`config.mk`:
```
export PLATFORM = sky130hd
export DESIGN_NAME = send_arbiter_flat
export DESIGN_NICKNAME = d
export VERILOG_FILES = /design/src/rtl/send_arbiter_if.sv /design/src/rtl/send_arbiter.sv /design/src/flat_wrapper.sv
export SDC_FILE = /design/constraint.sdc
export NUM_CORES = 1
export LEC_CHECK = 0
export CORE_MARGIN = 10
export CORE_UTILIZATION = 45
export CTS_CLUSTER_SIZE = 10
export DETAILED_ROUTE_END_ITERATION = 16
export GPL_TIMING_DRIVEN = 0
export MAX_ROUTING_LAYER = met4
export PLACE_DENSITY = 0.92
export SLEW_MARGIN = 20
export SYNTH_ARGS = -nofsm -noshare
export SYNTH_HDL_FRONTEND = slang
export SYNTH_SLANG_ARGS = --single-unit
```
`constraint.sdc`:
```
create_clock -name hwclk -period 8.06 [get_ports hwclk]
set_clock_uncertainty 0.2 [all_clocks]
set_input_delay 0.806 -clock hwclk [delete_from_list [all_inputs] [get_ports hwclk]]
set_output_delay 0.806 -clock hwclk [all_outputs]
set_load 0.02 [all_outputs]
```
`src/rtl/send_arbiter_if.sv`:
```
// Handshake bundle between the requesters, the send arbiter and the multisend channel.
interface send_arbiter_if #(parameter int N_REQ = 4);
    logic [N_REQ-1:0]    req;
    logic [32*N_REQ-1:0] req_num;
    logic [N_REQ-1:0]    grant;
    logic [N_REQ-1:0]    done;
    logic [N_REQ-1:0]    err;
    logic                busy;
    logic [31:0]         ms_num;
    logic                ms_enabled;
    logic                ms_done;

    modport slave (
        input  req, req_num, ms_done,
        output grant, done, err, busy, ms_num, ms_enabled
    );

    modport master (
        output req, req_num, ms_done,
        input  grant, done, err, busy, ms_num, ms_enabled
    );
endinterface

```
`src/rtl/send_arbiter.sv`:
```
// Round-robin arbiter sharing one multisend channel: latches the winner's value,
// sequences enable/done, then enforces an idle gap and an optional watchdog.
module send_arbiter #(
    parameter int N_REQ          = 4,
    parameter int LOAD_CYCLES    = 2,
    parameter int GAP_CYCLES     = 1200000,
    parameter int TIMEOUT_CYCLES = 24000000
) (
    input  logic           hwclk,
    input  logic           rst,
    send_arbiter_if.slave  sif
);
    localparam int IW = $clog2(N_REQ);

    typedef enum logic [2:0] {IDLE, LOAD, RUN, FINISH, GAP} state_t;

    state_t           state_q, state_d;
    logic [IW-1:0]    ptr_q, ptr_d;
    logic [31:0]      cnt_q, cnt_d;
    logic [N_REQ-1:0] grant_q, grant_d;
    logic [N_REQ-1:0] done_q, done_d;
    logic [N_REQ-1:0] err_q, err_d;
    logic [31:0]      num_q, num_d;
    logic             en_q, en_d;

    logic             pick_vld;
    logic [IW-1:0]    pick_idx;
    logic [IW-1:0]    jj;
    int               j;

    // Walk downward so the last hit, i.e. the one nearest ptr+1, wins.
    always_comb begin
        pick_vld = 1'b0;
        pick_idx = '0;
        j        = 0;
        jj       = '0;
        for (int k = N_REQ; k >= 1; k--) begin
            j  = (int'(ptr_q) + k) % N_REQ;
            jj = IW'(j);
            if (sif.req[jj]) begin
                pick_vld = 1'b1;
                pick_idx = jj;
            end
        end
    end

    always_ff @(posedge hwclk) begin
        if (rst) begin
            state_q <= IDLE;
            ptr_q   <= IW'(N_REQ - 1);
            cnt_q   <= '0;
            grant_q <= '0;
            done_q  <= '0;
            err_q   <= '0;
            num_q   <= '0;
            en_q    <= 1'b0;
        end else begin
            state_q <= state_d;
            ptr_q   <= ptr_d;
            cnt_q   <= cnt_d;
            grant_q <= grant_d;
            done_q  <= done_d;
            err_q   <= err_d;
            num_q   <= num_d;
            en_q    <= en_d;
        end
    end

    always_comb begin
        state_d = state_q;
        ptr_d   = ptr_q;
        cnt_d   = cnt_q;
        grant_d = grant_q;
        done_d  = '0;
        err_d   = '0;
        num_d   = num_q;
        en_d    = en_q;
        unique case (state_q)
            IDLE: begin
                if (pick_vld) begin
                    grant_d = N_REQ'(1) << pick_idx;
                    num_d   = sif.req_num[32*pick_idx +: 32];
                    ptr_d   = pick_idx;
                    cnt_d   = '0;
                    en_d    = 1'b0;
                    state_d = LOAD;
                end
            end
            LOAD: begin
                if (cnt_q == 32'(LOAD_CYCLES)) begin
                    en_d    = 1'b1;
                    cnt_d   = '0;
                    state_d = RUN;
                end else begin
                    cnt_d = cnt_q + 32'd1;
                end
            end
            RUN: begin
                // A done arriving on the timeout cycle still counts as success.
                if (sif.ms_done) begin
                    done_d  = grant_q;
                    state_d = FINISH;
                end else if (TIMEOUT_CYCLES != 0) begin
                    if (cnt_q == 32'(TIMEOUT_CYCLES - 1)) begin
                        err_d   = grant_q;
                        state_d = FINISH;
                    end else begin
                        cnt_d = cnt_q + 32'd1;
                    end
                end
            end
            FINISH: begin
                en_d    = 1'b0;
                grant_d = '0;
                cnt_d   = '0;
                state_d = GAP;
            end
            GAP: begin
                if (cnt_q == 32'(GAP_CYCLES - 1)) begin
                    cnt_d   = '0;
                    state_d = IDLE;
                end else begin
                    cnt_d = cnt_q + 32'd1;
                end
            end
            default: state_d = IDLE;
        endcase
    end

    assign sif.grant      = grant_q;
    assign sif.done       = done_q;
    assign sif.err        = err_q;
    assign sif.busy       = (state_q != IDLE);
    assign sif.ms_num     = num_q;
    assign sif.ms_enabled = en_q;
endmodule

```
`src/flat_wrapper.sv`:
```
// flat-port wrapper written by rule: the top's interface ports become plain ports
module send_arbiter_flat 
#(
    parameter int N_REQ          = 4,
    parameter int LOAD_CYCLES    = 2,
    parameter int GAP_CYCLES     = 1200000,
    parameter int TIMEOUT_CYCLES = 24000000
)
  (hwclk, rst, sif_req, sif_req_num, sif_ms_done, sif_grant, sif_done, sif_err, sif_busy, sif_ms_num, sif_ms_enabled);
  send_arbiter_if #(.N_REQ(N_REQ)) sif_i ();
  input  logic hwclk;
  input  logic rst;
  input wire logic [$bits(sif_i.req)-1:0] sif_req;
  input wire logic [$bits(sif_i.req_num)-1:0] sif_req_num;
  input wire logic [$bits(sif_i.ms_done)-1:0] sif_ms_done;
  output wire logic [$bits(sif_i.grant)-1:0] sif_grant;
  output wire logic [$bits(sif_i.done)-1:0] sif_done;
  output wire logic [$bits(sif_i.err)-1:0] sif_err;
  output wire logic [$bits(sif_i.busy)-1:0] sif_busy;
  output wire logic [$bits(sif_i.ms_num)-1:0] sif_ms_num;
  output wire logic [$bits(sif_i.ms_enabled)-1:0] sif_ms_enabled;
  assign sif_i.req = sif_req;
  assign sif_i.req_num = sif_req_num;
  assign sif_i.ms_done = sif_ms_done;
  assign sif_grant = sif_i.grant;
  assign sif_done = sif_i.done;
  assign sif_err = sif_i.err;
  assign sif_busy = sif_i.busy;
  assign sif_ms_num = sif_i.ms_num;
  assign sif_ms_enabled = sif_i.ms_enabled;
  send_arbiter #(.N_REQ(N_REQ), .LOAD_CYCLES(LOAD_CYCLES), .GAP_CYCLES(GAP_CYCLES), .TIMEOUT_CYCLES(TIMEOUT_CYCLES)) u_core (.hwclk(hwclk), .rst(rst), .sif(sif_i));
endmodule
```
==> results of run 1 <==
[registers in the layout, summed over array words and instances (netlist names)]
signal                 flops
u_core.cnt_q              32
u_core.ptr_q               2
u_core.sif.done            4
u_core.sif.err             4
u_core.sif.grant           4
u_core.sif.ms_enabled      1
u_core.sif.ms_num         32
u_core.state_q             3
[cells by family after synthesis]
logic type / share of synthesized area [%]
compound gates: 14.60
xor+xnor: 5.121
fa+ha+maj: 0.5418
buf+inv: 4.768
flops: 35.55
mux: 0.2168
simple gates: 39.20
[worst min-delay path: cells and delay by family (launching register included)]
family / cells / cell delay [ns]
buffers and inverters: 1 / 0.07
DFF: 1 / 0.33
and+or+nand+nor: 1 / 0.04
[how the worst min path moves through the flow]
stage,start,endpoint,slack [ns],cells past startpoint
finish,u_core.sif.grant[3]$_SDFFE_PP0P_,u_core.sif.err[3]$_SDFF_PP0_,0.28,2
global route,u_core.sif.ms_num[9]$_SDFFE_PP0P_,u_core.sif.ms_num[9]$_SDFFE_PP0P_,0.31,2
CTS,u_core.sif.grant[3]$_SDFFE_PP0P_,u_core.sif.err[3]$_SDFF_PP0_,0.28,2
detailed placement,u_core.sif.grant[3]$_SDFFE_PP0P_,u_core.sif.err[3]$_SDFF_PP0_,0.27,2
global placement,u_core.sif.grant[0]$_SDFFE_PP0P_,u_core.sif.err[0]$_SDFF_PP0_,0.26,2
floorplan,u_core.ptr_q[0]$_SDFFE_PP1P_,u_core.ptr_q[0]$_SDFFE_PP1P_,0.26,2
[cell usage after synthesis (3+ instances only)]
| cell | n | area (um2) |
|---|---|---|
| and2_1 | 33 | 206.5 |
| nor2b_1 | 4 | 25.02 |
| xnor2_1 | 18 | 157.7 |
| nand3b_1 | 37 | 277.8 |
| nand3_1 | 18 | 90.09 |
| inv_1 | 15 | 56.30 |
| clkbuf_1 | 41 | 153.9 |
| nor4_1 | 16 | 100.1 |
| o21ai_0 | 3 | 15.01 |
| and4_1 | 3 | 26.28 |
| xor2_1 | 9 | 78.83 |
| o31ai_1 | 32 | 240.2 |
| and3_1 | 34 | 212.7 |
| nor3_1 | 16 | 80.08 |
| nor2_1 | 55 | 206.5 |
| a31oi_1 | 5 | 31.28 |
| or3_1 | 4 | 25.02 |
| nand4_1 | 14 | 87.58 |
| dfxtp_1 | 82 | 1642 |
| a211oi_1 | 35 | 262.8 |
| nand2_1 | 84 | 315.3 |
| a21oi_1 | 5 | 25.02 |
[power groups by stage]
| stage | clock network (W) | registers, W | logic, W |
|---|---|---|---|
| 2_1_floorplan | 0 | 0.000497 | 0.000160 |
| 3_3_place_gp | 0 | 0.000464 | 0.000371 |
| 3_5_place_dp | 0 | 0.000466 | 0.000379 |
| 4_1_cts | 0.000271 | 0.000457 | 0.000381 |
| 5_1_grt | 0.000291 | 0.000460 | 0.000412 |
| 6_report | 0.000271 | 0.000457 | 0.000385 |
[cell usage in the layout, fill, tap and decap left out, types with 32 or more instances in the layout]
cell type,n
clkdlybuf4s50_1,180
and2_1,33
o31ai_1,32
and3_1,34
dfxtp_1,82
clkbuf_1,43
nand3b_1,37
a211oi_1,35
nor2_1,55
nand2_1,84
[area by class of cell]
type | count | share of cell area, %
clock buffers | 12 | 2.145
repair buffers | 180 | 26.63
plain buffers | 43 | 2.423
well taps | 133 | 2.460
multi-input cells | 457 | 40.84
clock inverters | 4 | 0.4069
flip-flops and latches | 82 | 24.26
inverters | 15 | 0.8323
[stage by stage]
stage / total power, W / cell area, um2
final: 0.001112 / 6765
after global routing: 0.001164 / 6765
after CTS: 0.001109 / 6759
after detailed placement: 0.0008450 / 6586
after global placement: 0.0008344 / 6586
after floorplan: 0.0006571 / 4618
[metal layers]
| metal | GRT usage, % | up-vias | share of wire [%] |
|---|---|---|---|
| met5 | - | - | 0 |
| met4 | 8.942 | 0 | 3.2 |
| met3 | 5.631 | 50 | 8.6 |
| met2 | 39.41 | 286 | 50 |
| met1 | 25.89 | 2519 | 38 |
| li1 | - | 2516 | - |
==> impl_metrics.json, run 1 <==
{
  "grt_pass1_vias": 5467,
  "synth_area_per_cell_um2": 7.736,
  "max_stage_delay_ns": 0.62,
  "endpoint_kind": "flip-flop",
  "diodes": 0,
  "critPathSlowestCell": "o221ai_1",
  "power_frac_clock_pct": 24.3,
  "hold_viol_final": 0,
  "io_buffers": 180,
  "coreArea_mm2": 0.009864,
  "cts_tree": "yes",
  "clock_latency_ns": 0.35,
  "finalNonFillerCells": 926,
  "p_switching_w": 0.0003749,
  "swShare_pct": 33.70,
  "cts_buffers": 9,
  "holdWs_ns": 0.2800,
  "period_needed_ns": 3.372,
  "final_nets": 925,
  "fillers": 776,
  "drt-total-wl_um": 17810,
  "clockBufferDepth": 2,
  "ant_nets": 0,
  "place_inst": 910,
  "path_class": "primary input to flip-flop",
  "reg2reg_depth": 7,
  "pwr-share-seq_pct": 41.1,
  "drt_iter0_drc": 456,
  "yosysUniqueCellTypes": 45,
  "multiInputGateArea_mm2": 0.002763,
  "leakagePower_nw": 2.363,
  "rr_startpoint": "u_core.cnt_q[9]$_SDFFE_PP0P_",
  "synth_ff_type": "dfxtp_1",
  "cts_hold_buf": 0,
  "cts_root_buf": "clkbuf_8",
  "wl_per_cell_um": 19.23,
  "hp-class": "flip-flop to flip-flop",
  "path_buf_inv": 3,
  "power.ir.vdd_worst_mv": 0.08711,
  "ys_warn_count": 0,
  "hpwl_um": 14300,
  "path_max_fanout": 10,
  "vias": 5371,
  "r2r_slack_ns": 5.15,
  "synth_area_mm2": 0.004618,
  "synth_nets": 734,
  "grt_pass1_wl_um": 26990,
  "grt_max_degree": 14,
  "rows": 36,
  "antenna_found_initial": 0,
  "post_cts_resized": 0,
  "status": "completed",
  "place_ws_ns": 4.446,
  "setup_ws_ns": 4.688,
  "die_h_um": 121.3,
  "arrival_ns": 3.44,
  "fmax_mhz": 296.6,
  "crit_family": "buffers and inverters",
  "grt_use_total_pct": 23.28,
  "crit_required_ns": 8.12,
  "overflow": 0,
  "die_x_um": 121.3,
  "area_growth_pct": 46.49,
  "synth_edf_count": 0,
  "path_clk_slew_ns": 0.08,
  "pwr_density_cell_mw_per_mm2": 164.4,
  "min_period_over_period_pct": 41.83,
  "async_reset_ff_share_pct": 0,
  "cts_setup_buffers": 0,
  "seq_area_frac_synth_pct": 35.55,
  "start_util_pct": 46.82,
  "crit_cells": 8,
  "p_int_w": 0.0007375,
  "slew_violations": 0,
  "avgViaCountPerCell": 5.800,
  "max-cap-violations": 0,
  "final.setup.tns_ns": 0,
  "r2r-end": "u_core.cnt_q[26]$_SDFFE_PP0P_",
  "final_util_pct": 68.58,
  "critPathLaunchType": "primary input",
  "floorplan.die_area_mm2": 0.01471,
  "seqCellArea_mm2": 0.001642,
  "crit_path_frequent_cell": "clkbuf_1",
  "synth_cells": 597,
  "drive_gt1_share_pct": 3.026,
  "gp_congestion": 0.9737,
  "worst_slew_pin_slew_ns": 0.7886,
  "ctsHtreeMaxLevel": 3,
  "crit_path_start": "sif_req[1]",
  "dr.pass1.iters": 5,
  "setup_viol": 0,
  "slew-limit-headroom_pct": 47.43,
  "combPwrFrac_pct": 34.6,
  "cts.sinks": 82,
  "synth-seq-cells": 82,
  "critPathCapture": "u_core.sif.ms_num[8]$_SDFFE_PP0P_",
  "path_cells": "clkdlybuf4s50_1, nor2b_1, a21oi_1, o221ai_1, clkbuf_1, clkbuf_1, a211oi_1, o31ai_1",
  "io_pins": 181,
  "rsz0062_at_grt": "no",
  "route.detailed.drc": 0
}
No activity file was read; power rests on OpenSTA's default activity.
==> inputs of run 2 (changes only) <==
--- a/config.mk
+++ b/config.mk
@@ -6,12 +6,12 @@
 export NUM_CORES = 1
 export LEC_CHECK = 0
 export CORE_MARGIN = 10
-export CORE_UTILIZATION = 45
+export CORE_UTILIZATION = 44
 export CTS_CLUSTER_SIZE = 10
 export DETAILED_ROUTE_END_ITERATION = 16
 export GPL_TIMING_DRIVEN = 0
 export MAX_ROUTING_LAYER = met4
-export PLACE_DENSITY = 0.92
+export PLACE_DENSITY = 0.91
 export SLEW_MARGIN = 20
 export SYNTH_ARGS = -nofsm -noshare
 export SYNTH_HDL_FRONTEND = slang
==> constraint.sdc (replaced) <==
create_clock -name hwclk -period 3.2 [get_ports hwclk]
set_clock_uncertainty 0.2 [all_clocks]
set_input_delay 0.32 -clock hwclk [delete_from_list [all_inputs] [get_ports hwclk]]
set_output_delay 0.32 -clock hwclk [all_outputs]
set_load 0.02 [all_outputs]
==> impl_metrics.json, run 2 (synthesis gave the netlist of run 1 again) <==
{
  "critPathSlowestCell": "or4_1",
  "leakagePower_nw": 2.399,
  "grt_pass1_wl_um": 27660,
  "holdWs_ns": 0.2896,
  "ant_nets": 0,
  "max_stage_delay_ns": 0.60,
  "min_period_over_period_pct": 91.07,
  "drt-total-wl_um": 17670,
  "final.setup.tns_ns": 0,
  "area_growth_pct": 47.68,
  "power_frac_clock_pct": 29.0,
  "pwr-share-seq_pct": 38.7,
  "cts_tree": "yes",
  "final_nets": 925,
  "swShare_pct": 32.81,
  "crit_required_ns": 3.25,
  "io_pins": 181,
  "slew_violations": 0,
  "max-cap-violations": 0,
  "power.ir.vdd_worst_mv": 0.2212,
  "cts_hold_buf": 0,
  "crit_family": "compound AO/OA/AOI/OAI gates",
  "dr.pass1.iters": 5,
  "fmax_mhz": 343.2,
  "io_buffers": 180,
  "ctsHtreeMaxLevel": 3,
  "clockBufferDepth": 2,
  "period_needed_ns": 2.914,
  "arrival_ns": 2.96,
  "drt_iter0_drc": 438,
  "grt_max_degree": 16,
  "start_util_pct": 44.94,
  "clock_latency_ns": 0.36,
  "cts_setup_buffers": 0,
  "critPathLaunchType": "flip-flop",
  "p_switching_w": 0.0009783,
  "hp-class": "flip-flop to flip-flop",
  "diodes": 0,
  "postPlaceCellArea_mm2": 0.006590,
  "rows": 37,
  "setup_ws_ns": 0.2859,
  "final_cell_mix": "180 x clkdlybuf4s50_1, 84 x nand2_1, 82 x dfxtp_1, 55 x nor2_1, 41 x clkbuf_1",
  "drive_gt1_share_pct": 3.279,
  "status": "completed",
  "wl_per_cell_um": 19.02,
  "rsz0062_at_grt": "no",
  "path_buf_inv": 1,
  "antenna_found_initial": 0,
  "path_class": "flip-flop to flip-flop",
  "vias": 5321,
  "cts_buffers": 9,
  "endpoint_kind": "flip-flop",
  "avgViaCountPerCell": 5.728,
  "grt_use_met1_pct": 26.23,
  "grt_pass1_vias": 5481,
  "final_util_pct": 66.36,
  "die_x_um": 122.5,
  "hpwl_um": 14360,
  "gp_congestion": 0.9521,
  "route.detailed.drc": 0,
  "setup_viol": 0,
  "coreArea_mm2": 0.01028,
  "pwr_density_cell_mw_per_mm2": 437.2,
  "slew-limit-headroom_pct": 55.32,
  "cts.sinks": 82,
  "combPwrFrac_pct": 32.4,
  "hold_viol_final": 0,
  "use_met3_pct": 6.061,
  "path_max_fanout": 10,
  "p_int_w": 0.002003,
  "stdcell_area_mm2": 0.006820,
  "grt_use_met2_pct": 40.71,
  "grt_use_total_pct": 23.53,
  "path_cells": "or4_1, nand4b_1, a211oi_1, o211ai_1, o21bai_2, buf_2, nor2_1",
  "mostFrequentLayoutCell": "clkdlybuf4s50_1",
  "place_ws_ns": 0.09231,
  "floorplan.die_area_mm2": 0.01499,
  "busiest_layer": "met2",
  "cts_root_buf": "clkbuf_8",
  "overflow": 0,
  "post_cts_resized": 0,
  "path_clk_slew_ns": 0.10,
  "worst_slew_pin_slew_ns": 0.6612,
  "die_h_um": 122.5
}
## run 2: cell count changes in the layout (fill, tap and decap cells not counted)
cell / before / now
inv_6: 0 / 3
clkbuf_8: 10 / 9
clkinv_4: 0 / 1
bufinv_16: 0 / 2
clkinvlp_4: 3 / 0
clkbuf_1: 43 / 41
## run 2: final cells by class
cell class              instances  area [um2]
plain buffers                  43       163.9
clock buffers                   9       123.9
flip-flops and latches         82        1642
multi-input cells             457        2763
well taps                     136       170.2
inverters                      15       56.30
fillers                       836        3457
repair buffers                180        1802
clock inverters                 7       100.1
## run 2: worst paths after layout
path,slack [ns],to,cells past startpoint,start
min reg2reg,0.29,u_core.sif.err[2]$_SDFF_PP0_,2,u_core.sif.grant[2]$_SDFFE_PP0P_
max reg2reg,0.29,u_core.cnt_q[14]$_SDFFE_PP0P_,7,u_core.cnt_q[9]$_SDFFE_PP0P_
max,0.29,u_core.cnt_q[14]$_SDFFE_PP0P_,7,u_core.cnt_q[9]$_SDFFE_PP0P_
min,0.29,u_core.sif.err[2]$_SDFF_PP0_,2,u_core.sif.grant[2]$_SDFFE_PP0P_
## run 2: power groups by stage
stage               clock network, W  registers [W]  logic [W]
CTS                         0.000865        0.00115   0.000961
finish                      0.000863        0.00115   0.000966
detailed placement                 0        0.00117   0.000957
global placement                   0        0.00117   0.000939
global route                0.000913        0.00116    0.00104
floorplan                          0        0.00125   0.000403
## run 2: metal layers
metal	vias to the layer above	routed length (um)	share of wire, %
li1	2510	-	-
met1	2521	6790	38
met2	261	8939	51
met3	29	1545	8.7
met4	0	391	2.2
met5	-	0	0
## run 2: worst register-to-register path: cells and delay by family, from the launching register on
kind | cells | cell delay [ns]
DFF | 1 | 0.39
AOI/OAI and AO/OA | 3 | 1.03
and+or+nand+nor | 3 | 0.91
buffers and inverters | 1 | 0.30
## run 2: metrics by stage
stage / power (W) / instances
4_1_cts: 0.002979 / 929
6_report: 0.002982 / 929
3_5_place_dp: 0.002131 / 913
2_1_floorplan: 0.001655 / 597
3_3_place_gp: 0.002109 / 913
5_1_grt: 0.003118 / 929
